### src/rtl/shift_seq_if.sv
// Handshake and operand bundle between the control sequencer and the iterative shift unit.
// The master drives the request, operand and amount sources; the slave returns status and result.
`timescale 1ns/1ps
interface shift_seq_if #(
    parameter int DATA_W = 32
);
    logic              start;
    logic [2:0]        op;
    logic [DATA_W-1:0] data_in;
    logic [1:0]        amt_sel;
    logic [DATA_W-1:0] amt_src_0;
    logic [DATA_W-1:0] amt_src_2;
    logic [DATA_W-1:0] amt_src_3;
    logic              busy;
    logic              done;
    logic              err;
    logic [DATA_W-1:0] result;

    modport master (
        output start, op, data_in, amt_sel, amt_src_0, amt_src_2, amt_src_3,
        input  busy, done, err, result
    );

    modport slave (
        input  start, op, data_in, amt_sel, amt_src_0, amt_src_2, amt_src_3,
        output busy, done, err, result
    );
endinterface

### src/rtl/shift_seq_unit.sv
// Iterative SLL/SRL/SRA/ROR unit: selects a shift amount, latches operand and op on start,
// then shifts by up to STEP positions per cycle and pulses done with the registered result.
`timescale 1ns/1ps
module shift_seq_unit #(
    parameter int DATA_W    = 32,
    parameter int STEP      = 1,
    parameter int CONST_AMT = 16
) (
    input  logic       clk,
    input  logic       reset,
    shift_seq_if.slave bus
);
    localparam int SHAMT_W = $clog2(DATA_W);
    localparam logic [SHAMT_W-1:0] STEP_AMT  = SHAMT_W'(STEP);
    localparam logic [SHAMT_W-1:0] CONST_SEL = SHAMT_W'(CONST_AMT);

    localparam logic [2:0] OP_LOAD = 3'd0;
    localparam logic [2:0] OP_SLL  = 3'd1;
    localparam logic [2:0] OP_SRL  = 3'd2;
    localparam logic [2:0] OP_SRA  = 3'd3;
    localparam logic [2:0] OP_ROR  = 3'd4;

    typedef enum logic [1:0] {
        IDLE  = 2'd0,
        SHIFT = 2'd1,
        DONE  = 2'd2
    } state_t;

    state_t            state;
    logic [DATA_W-1:0] work;
    logic [SHAMT_W-1:0] remaining;
    logic [2:0]        op_q;
    logic              illegal_q;
    logic              busy_q;
    logic              done_q;
    logic              err_q;
    logic [DATA_W-1:0] result_q;

    logic [SHAMT_W-1:0] sel_amt;
    logic              op_illegal;
    logic [SHAMT_W-1:0] k;
    logic [DATA_W-1:0] shifted;
    logic              unused_amt_hi;

    // One step of the latched operation; rotate is taken from the doubled word so no wrap math is needed.
    function automatic logic [DATA_W-1:0] shift_step(
        input logic [2:0]         o,
        input logic [DATA_W-1:0]  v,
        input logic [SHAMT_W-1:0] amt
    );
        logic signed [DATA_W-1:0] sv;
        logic [2*DATA_W-1:0]      rot;
        sv  = v;
        rot = {v, v} >> amt;
        case (o)
            OP_SLL:  shift_step = v << amt;
            OP_SRL:  shift_step = v >> amt;
            OP_SRA:  shift_step = sv >>> amt;
            OP_ROR:  shift_step = rot[DATA_W-1:0];
            default: shift_step = v;
        endcase
    endfunction

    always_comb begin
        sel_amt = bus.amt_src_0[SHAMT_W-1:0];
        case (bus.amt_sel)
            2'b01:   sel_amt = CONST_SEL;
            2'b10:   sel_amt = bus.amt_src_2[SHAMT_W-1:0];
            2'b11:   sel_amt = bus.amt_src_3[SHAMT_W-1:0];
            default: sel_amt = bus.amt_src_0[SHAMT_W-1:0];
        endcase
    end

    // Only the low SHAMT_W bits of each register source carry an amount.
    assign unused_amt_hi = ^{bus.amt_src_0[DATA_W-1:SHAMT_W],
                             bus.amt_src_2[DATA_W-1:SHAMT_W],
                             bus.amt_src_3[DATA_W-1:SHAMT_W]};

    assign op_illegal = (bus.op > OP_ROR);
    assign k          = (remaining < STEP_AMT) ? remaining : STEP_AMT;
    assign shifted    = shift_step(op_q, work, k);

    always_ff @(posedge clk or negedge reset) begin
        if (!reset) begin
            state     <= IDLE;
            work      <= '0;
            remaining <= '0;
            op_q      <= OP_LOAD;
            illegal_q <= 1'b0;
            busy_q    <= 1'b0;
            done_q    <= 1'b0;
            err_q     <= 1'b0;
            result_q  <= '0;
        end else begin
            done_q <= 1'b0;
            err_q  <= 1'b0;
            case (state)
                IDLE: begin
                    if (bus.start) begin
                        work      <= bus.data_in;
                        remaining <= sel_amt;
                        op_q      <= op_illegal ? OP_LOAD : bus.op;
                        illegal_q <= op_illegal;
                        busy_q    <= 1'b1;
                        if (op_illegal || (bus.op == OP_LOAD) || (sel_amt == '0)) begin
                            state    <= DONE;
                            result_q <= bus.data_in;
                            done_q   <= 1'b1;
                            err_q    <= op_illegal;
                        end else begin
                            state <= SHIFT;
                        end
                    end
                end
                SHIFT: begin
                    work      <= shifted;
                    remaining <= remaining - k;
                    // Final step: publish the result as DONE is entered.
                    if (remaining == k) begin
                        state    <= DONE;
                        result_q <= shifted;
                        done_q   <= 1'b1;
                        err_q    <= illegal_q;
                    end
                end
                DONE: begin
                    state  <= IDLE;
                    busy_q <= 1'b0;
                end
                default: begin
                    state  <= IDLE;
                    busy_q <= 1'b0;
                end
            endcase
        end
    end

    assign bus.busy   = busy_q;
    assign bus.done   = done_q;
    assign bus.err    = err_q;
    assign bus.result = result_q;
endmodule
### src/flat_wrapper.sv
// flat-port wrapper written by rule: the top's interface ports become plain ports
module shift_seq_unit_flat 
#(
    parameter int DATA_W    = 32,
    parameter int STEP      = 1,
    parameter int CONST_AMT = 16
)
  (clk, reset, bus_start, bus_op, bus_data_in, bus_amt_sel, bus_amt_src_0, bus_amt_src_2, bus_amt_src_3, bus_busy, bus_done, bus_err, bus_result);
  shift_seq_if #(.DATA_W(DATA_W)) bus_i ();
  input  logic clk;
  input  logic reset;
  input wire logic [$bits(bus_i.start)-1:0] bus_start;
  input wire logic [$bits(bus_i.op)-1:0] bus_op;
  input wire logic [$bits(bus_i.data_in)-1:0] bus_data_in;
  input wire logic [$bits(bus_i.amt_sel)-1:0] bus_amt_sel;
  input wire logic [$bits(bus_i.amt_src_0)-1:0] bus_amt_src_0;
  input wire logic [$bits(bus_i.amt_src_2)-1:0] bus_amt_src_2;
  input wire logic [$bits(bus_i.amt_src_3)-1:0] bus_amt_src_3;
  output wire logic [$bits(bus_i.busy)-1:0] bus_busy;
  output wire logic [$bits(bus_i.done)-1:0] bus_done;
  output wire logic [$bits(bus_i.err)-1:0] bus_err;
  output wire logic [$bits(bus_i.result)-1:0] bus_result;
  assign bus_i.start = bus_start;
  assign bus_i.op = bus_op;
  assign bus_i.data_in = bus_data_in;
  assign bus_i.amt_sel = bus_amt_sel;
  assign bus_i.amt_src_0 = bus_amt_src_0;
  assign bus_i.amt_src_2 = bus_amt_src_2;
  assign bus_i.amt_src_3 = bus_amt_src_3;
  assign bus_busy = bus_i.busy;
  assign bus_done = bus_i.done;
  assign bus_err = bus_i.err;
  assign bus_result = bus_i.result;
  shift_seq_unit #(.DATA_W(DATA_W), .STEP(STEP), .CONST_AMT(CONST_AMT)) u_core (.clk(clk), .reset(reset), .bus(bus_i));
endmodule
### config.mk
export PLATFORM = sky130hd
export DESIGN_NAME = shift_seq_unit_flat
export DESIGN_NICKNAME = d
export VERILOG_FILES = /design/src/rtl/shift_seq_if.sv /design/src/rtl/shift_seq_unit.sv /design/src/flat_wrapper.sv
export SDC_FILE = /design/constraint.sdc
export NUM_CORES = 1
export LEC_CHECK = 0
export ABC_CLOCK_PERIOD_IN_PS = 2200
export CAP_MARGIN = 20
export CORE_MARGIN = 4
export CORE_UTILIZATION = 41
export DETAILED_ROUTE_END_ITERATION = 10
export GPL_TIMING_DRIVEN = 1
export HOLD_SLACK_MARGIN = 0.08
export PLACE_DENSITY_LB_ADDON = 0.05
export SYNTH_ARGS = -nofsm -noshare
export SYNTH_HDL_FRONTEND = slang
export SYNTH_SLANG_ARGS = --single-unit
export TNS_END_PERCENT = 30
### constraint.sdc
create_clock -name clk -period 2.2 [get_ports clk]
set_input_delay 0.44 -clock clk [delete_from_list [all_inputs] [get_ports clk]]
set_output_delay 0.44 -clock clk [all_outputs]
set_load 0.01 [all_outputs]
=== Word-level counts from Yosys, hierarchy flattened ===
Index checks and enable logic that the tools add are counted.

* Reduce and logical (&&, ||, !) cells: 11
* Muxes and demuxes: 26
* Shifts and indexed selects: 4
* Equality and inequality tests: 12
* Bitwise logic cells: 1
* $lt $le $gt $ge: 2
* Add/subtract/negate cells: 1

{| class="wikitable"
|+ Operator list
! kind !! count
|-
| $mux W32 || 4
|-
| $pmux W32 S2 || 2
|-
| $pmux W32 S4 || 1
|-
| $shr A64 B5 Y32 || 1
|-
| $shl A32 B5 Y32 || 1
|-
| $shr A32 B5 Y32 || 1
|-
| $sshr A32 B5 Y32 || 1
|-
| $pmux W5 S3 || 1
|-
| $mux W5 || 2
|-
| $pmux W5 S2 || 1
|-
| $reduce_and A2 Y1 || 4
|-
| $mux W1 || 7
|-
| $eq A3 B2 Y1 const B || 2
|-
| $mux W2 || 3
|-
| $pmux W1 S2 || 3
|-
| $eq A5 B5 Y1 || 1
|-
| $logic_not A5 Y1 || 1
|-
| $lt A5 B1 Y1 const B || 1
|-
| $sub A5 B5 Y5 || 1
|-
| $eq A2 B1 Y1 const B || 2
|-
| $eq A2 B2 Y1 const B || 2
|-
| $ne A2 B1 Y1 const B || 2
|-
| $pmux W2 S2 || 1
|-
| $reduce_and A4 Y1 || 1
|-
| other kinds (10) || 11
|}

* Flip-flop bits (word level): 78
* Logic and storage cells: 66
* Bits of input ports: 136
* Output and inout bits: 35

=== Logic depth before layout (Yosys ltp) ===
Gate-level depths: netlist of run 1.

* Depth in word-level cells: 7
* Mapped depth: 10
* Depth with buffers taken out: 8

=== Worst setup path after synthesis of run 1 ===
OpenSTA, ideal clock, no wires.

* Path type: input to register
* Start point: input port bus_amt_sel[1]
* End point: register u_core.result_q[0] (netlist: u_core.bus.result[0])
* Path slack: 18 ps
* Cell stages on the path: 7
* Data arrival time: 2,057 ps
* Data required time: 2,075 ps
* Library setup time: 125 ps
* Buffers on the path: 2
* Cells stage by stage: buf_6 mux2_4 o22a_1 nor4_2 a31o_1 buf_6 mux2_2

* Word-level cells in the longest chain between the ends: 6

{| class="wikitable"
|+ Ends and longest elaborated chain
! what !! RTL line !! source
|-
| start, declared || flat_wrapper.sv:15 || <nowiki>input wire logic [$bits(bus_i.amt_sel)-1:0] bus_amt_sel;</nowiki>
|-
| $eq A2 B2 Y1 / $eq A2 B1 Y1 (equally long branches) || shift_seq_unit.sv:66 || <nowiki>case (bus.amt_sel)</nowiki>
|-
| $pmux W5 S3 (*) || shift_seq_unit.sv:66 ||
|-
| $logic_not A5 Y1 (*) || shift_seq_unit.sv:105 || <nowiki>if (op_illegal || (bus.op == OP_LOAD) || (sel_amt == '0)) begin</nowiki>
|-
| $logic_or A1 B1 Y1 (*) || shift_seq_unit.sv:105 ||
|-
| $ne A2 B1 Y1 (no source line) (*) || - ||
|-
| $reduce_and A4 Y1 (no source line) (*) || - ||
|-
| end signal, assigned || shift_seq_unit.sv:107 || <nowiki>result_q <= bus.data_in;</nowiki>
|-
| end signal, assigned || shift_seq_unit.sv:121 || <nowiki>result_q <= shifted;</nowiki>
|-
| end, declared || shift_seq_unit.sv:37 || <nowiki>logic [DATA_W-1:0] result_q;</nowiki>
|}

Every way passes the cells marked *; elsewhere a longest branch is shown, timed or not.
A chain may end at the register's enable or synchronous reset.

=== Worst setup path after layout of run 1 ===
* Start point: register u_core.remaining[4]
* End point: register u_core.result_q[17] (netlist: u_core.bus.result[17])

* Word-level cells in the longest chain between the ends: 6

{| class="wikitable"
|+ Ends and longest elaborated chain
! what !! RTL line !! source
|-
| start, declared || shift_seq_unit.sv:31 || <nowiki>logic [SHAMT_W-1:0] remaining;</nowiki>
|-
| start signal, assigned || shift_seq_unit.sv:101 || <nowiki>remaining <= sel_amt;</nowiki>
|-
| start signal, assigned || shift_seq_unit.sv:117 || <nowiki>remaining <= remaining - k;</nowiki>
|-
| $lt A5 B1 Y1 || shift_seq_unit.sv:80 || <nowiki>assign k = (remaining < STEP_AMT) ? remaining : STEP_AMT;</nowiki>
|-
| $mux W5 || shift_seq_unit.sv:80 ||
|-
| $shr A64 B5 Y32 (tied with other cells) || shift_seq_unit.sv:54 || <nowiki>rot = {v, v} >> amt;</nowiki>
|-
| $pmux W32 S4 || shift_seq_unit.sv:55 || <nowiki>case (o)</nowiki>
|-
| $mux W32 || shift_seq_unit.sv:119 || <nowiki>if (remaining == k) begin</nowiki>
|-
| $pmux W32 S2 || shift_seq_unit.sv:97 || <nowiki>case (state)</nowiki>
|}

Several ways; a longest one is shown, not always the timed one. The select of a mux whose other input is x is not followed.

==> out/results.tsv, run 1 <==
metric	value	unit
outcome	finished clean	
min_period	2.15	ns
drt_iter0_markers	277	
final.setup_skew	0.00667	ns
crit_arrival	2.41	ns
yosys.area.top_type_share	41.1	%
dieArea	13400	um^2
finalWirelength	12700	um
synthCells	539	
crit_path_top_delay_cell	dfrtp_1	
worst_setup_path_start_kind	flip-flop	
period_share	97.9	%
grt_pass1_wl	21200	um
crit_type	flip-flop to flip-flop	
hold_class	input port to async pin	
ioPinCount	171	
synth_fp_nets	680	
critPathBufInv	1	
cts_hold_buf	0	
fin_nets	784	
combPwrFrac	53.2	%
dp_hpwl	8530	um
num_vias	4282	
yosys_warnings	0	
critPathRequiredTime	2.45	ns
dieHeight	116	um
p_sw_share	38.7	%
final-hold-violation-count	0	
cap_violations	0	
cts_buffer_depth	2	
critPathTopFamily	simple AND/OR/NAND/NOR gates	
synth_seq_cells	78	
async_flop_share	100	%
internal-power	6.04	mW
cts.htree.levels	3	
fp.coreArea	11400	um^2
netlist_area	4750	um^2
seq_power_share	28.5	%
clk_pin_slew	0.06	ns
maxSlewHeadroom	57.8	%
power	9.86	mW
drt-vias-per-instance	5.42	
grt_util_all_layers	19.7	%
drive_gt1_share	13.3	%
yosys.area.top_type	dfrtp_1	
utilization	56.7	%
reg2reg_to	u_core.bus.result[17]	
tritoncts	built	
reg2reg_slack	0.05	ns
synth_ff_type	dfrtp_1	
clock_power_share	18.3	%
slew_viol_final	0	
wl_per_cell	16.1	um
layout_common_cells	87 x clkdlybuf4s50_1, 78 x dfrtp_1, 66 x nor2_1	
initial_core_util	41.8	%
clock-sinks	78	
cpPeakStageDelay	0.37	ns
p_leak	2.82	nW
insertion_delay	0.34	ns
gp_congestion	0.790	
grt_antenna_before_repair	0	
grt_pass1_vias	4305	
root_buffer	clkbuf_16	
syn2layout_area_growth	35.5	%
final_common_cell	clkdlybuf4s50_1	
finalSetupViolCount	0	
powerDensity	1530	nW/um^2
tightest_slew	0.634	ns
dieWidth	116	um
crit_chain	or2_4 -> nor3_4 -> or2_2 -> ha_1 -> nand3b_1 -> o22ai_2 -> a31o_4 -> buf_12 -> mux2i_2	
cts_buffers	9	
synth.avg_cell_area	8.82	um^2
synth_edf_count	0	
ir_worst_vdd	541	uV
worstPathMaxFanout	8	
drtPass1Iterations	5	
ys_seq_area_share	41.1	%
switching_power	3.82	mW
end_kind	flip-flop	
reg2regPathDepth	9	
rows	39	
grt_overflow	0	
grt_max_degree	41	
r2r_start	u_core.remaining[4]	
drc	0	
synthDistinctLibCells	45	
ys_top_cells_by_area	dfrtp_1 41%, mux2i_1 7.4%, o21ai_0 7.1%	
detail-route-antenna-nets	0	
io_buffers	89	
max_freq	464	MHz
diodes	0	
[worst max path at each step]
stage                                 end  depth (start not counted)           startpoint  slack (ns)
detailed placement  u_core.bus.result[17]                          7       bus_amt_sel[1]       -0.54
CTS                 u_core.bus.result[17]                          9  u_core.remaining[4]       0.002
finish              u_core.bus.result[17]                          9  u_core.remaining[4]        0.05
global placement    u_core.bus.result[15]                          7       bus_amt_sel[1]       -0.47
global route        u_core.bus.result[17]                          9  u_core.remaining[3]     -0.0006
floorplan            u_core.bus.result[0]                          7       bus_amt_sel[1]        0.02
[cells in the mapped netlist (all sizes together) (5+ instances only)]
library cell,n
buf,10
o21ai,71
or2,5
a2bb2oi,31
inv,36
o31a,29
nand2,46
nor2,66
dfrtp,78
nor3b,29
a21oi,6
nand3b,6
ha,5
clkbuf,36
a22oi,5
mux2,5
nand2b,6
mux2i,35
[sequential cells by signal, indices dropped and copies added (netlist names)]
name               flops
u_core.bus.busy        1
u_core.bus.done        1
u_core.bus.err         1
u_core.bus.result     32
u_core.illegal_q       1
u_core.op_q            3
u_core.remaining       5
u_core.state           2
u_core.work           32
[cell families (layout without fill, tap and decap cells)]
group                    after synthesis  count (layout)  share of synthesized area (%)
XOR/XNOR                               1               1                          0.184
buffers and inverters                 82             190                           8.03
AND/OR/NAND/NOR                      172             172                           17.7
AO/OA/AOI/OAI                        161             161                           23.1
multiplexers                          40              40                           8.63
flip-flops                            78              78                           41.1
adder cells (fa/ha/maj)                5               5                           1.32
[metal layers]
layer	global-route usage [%]	share of wire (%)	vias to the layer above
met4	5.18	0.98	0
li1	-	-	2101
met1	26.7	47	2059
met3	5.07	5.6	9
met5	0	0	-
met2	31.6	46	113
[power by group through the flow]
| stage | Sequential (mW) | Combinational (mW) | Clock, mW |
|---|---|---|---|
| after floorplan | 2.79 | 3.29 | 0 |
| after global placement | 2.78 | 5.05 | 0 |
| after detailed placement | 2.81 | 5.14 | 0 |
| after CTS | 2.79 | 5.18 | 1.84 |
| after global routing | 2.92 | 5.81 | 1.89 |
| final | 2.81 | 5.24 | 1.80 |
[cell type report]
type	instances	area, um^2
clock inverter	3	90.1
inverter	36	135
multi-input combinational	379	2480
fill	1036	4930
tap	143	179
sequential	78	1950
clock buffer	12	267
timing repair buffer	139	1340
[stage by stage]
stage | TNS (ns) | hold WS (ns) | setup WS (ns) | cell area (um^2) | instances
CTS | 0 | 0.0954 | 0.00230 | 6360 | 787
floorplan | 0 | 0.144 | 0.0181 | 4750 | 539
global placement | -15.01 | 0.454 | -0.467 | 5980 | 771
finish | 0 | 0.0678 | 0.0463 | 6440 | 790
global route | -0.000578 | 0.115 | -0.000578 | 6440 | 790
detailed placement | -16.65 | 0.461 | -0.545 | 5980 | 771
[repair_timing]
| action | in CTS | in global routing |
|---|---|---|
| pin swaps | 2 | 1 |
| cloned | 0 | 2 |
| buffers inserted | 1 | 1 |
| endpoints found under the setup margin | 32 | 32 |
| gates resized for setup | 6 | 5 |
Power figures use the tool's default switching activity.
==> inputs of run 2 (changes only) <==
GPL_TIMING_DRIVEN = unset   (was 1)
==> results of run 2 <==
No change in the layout: final DEF, timing and power equal those of run 1.
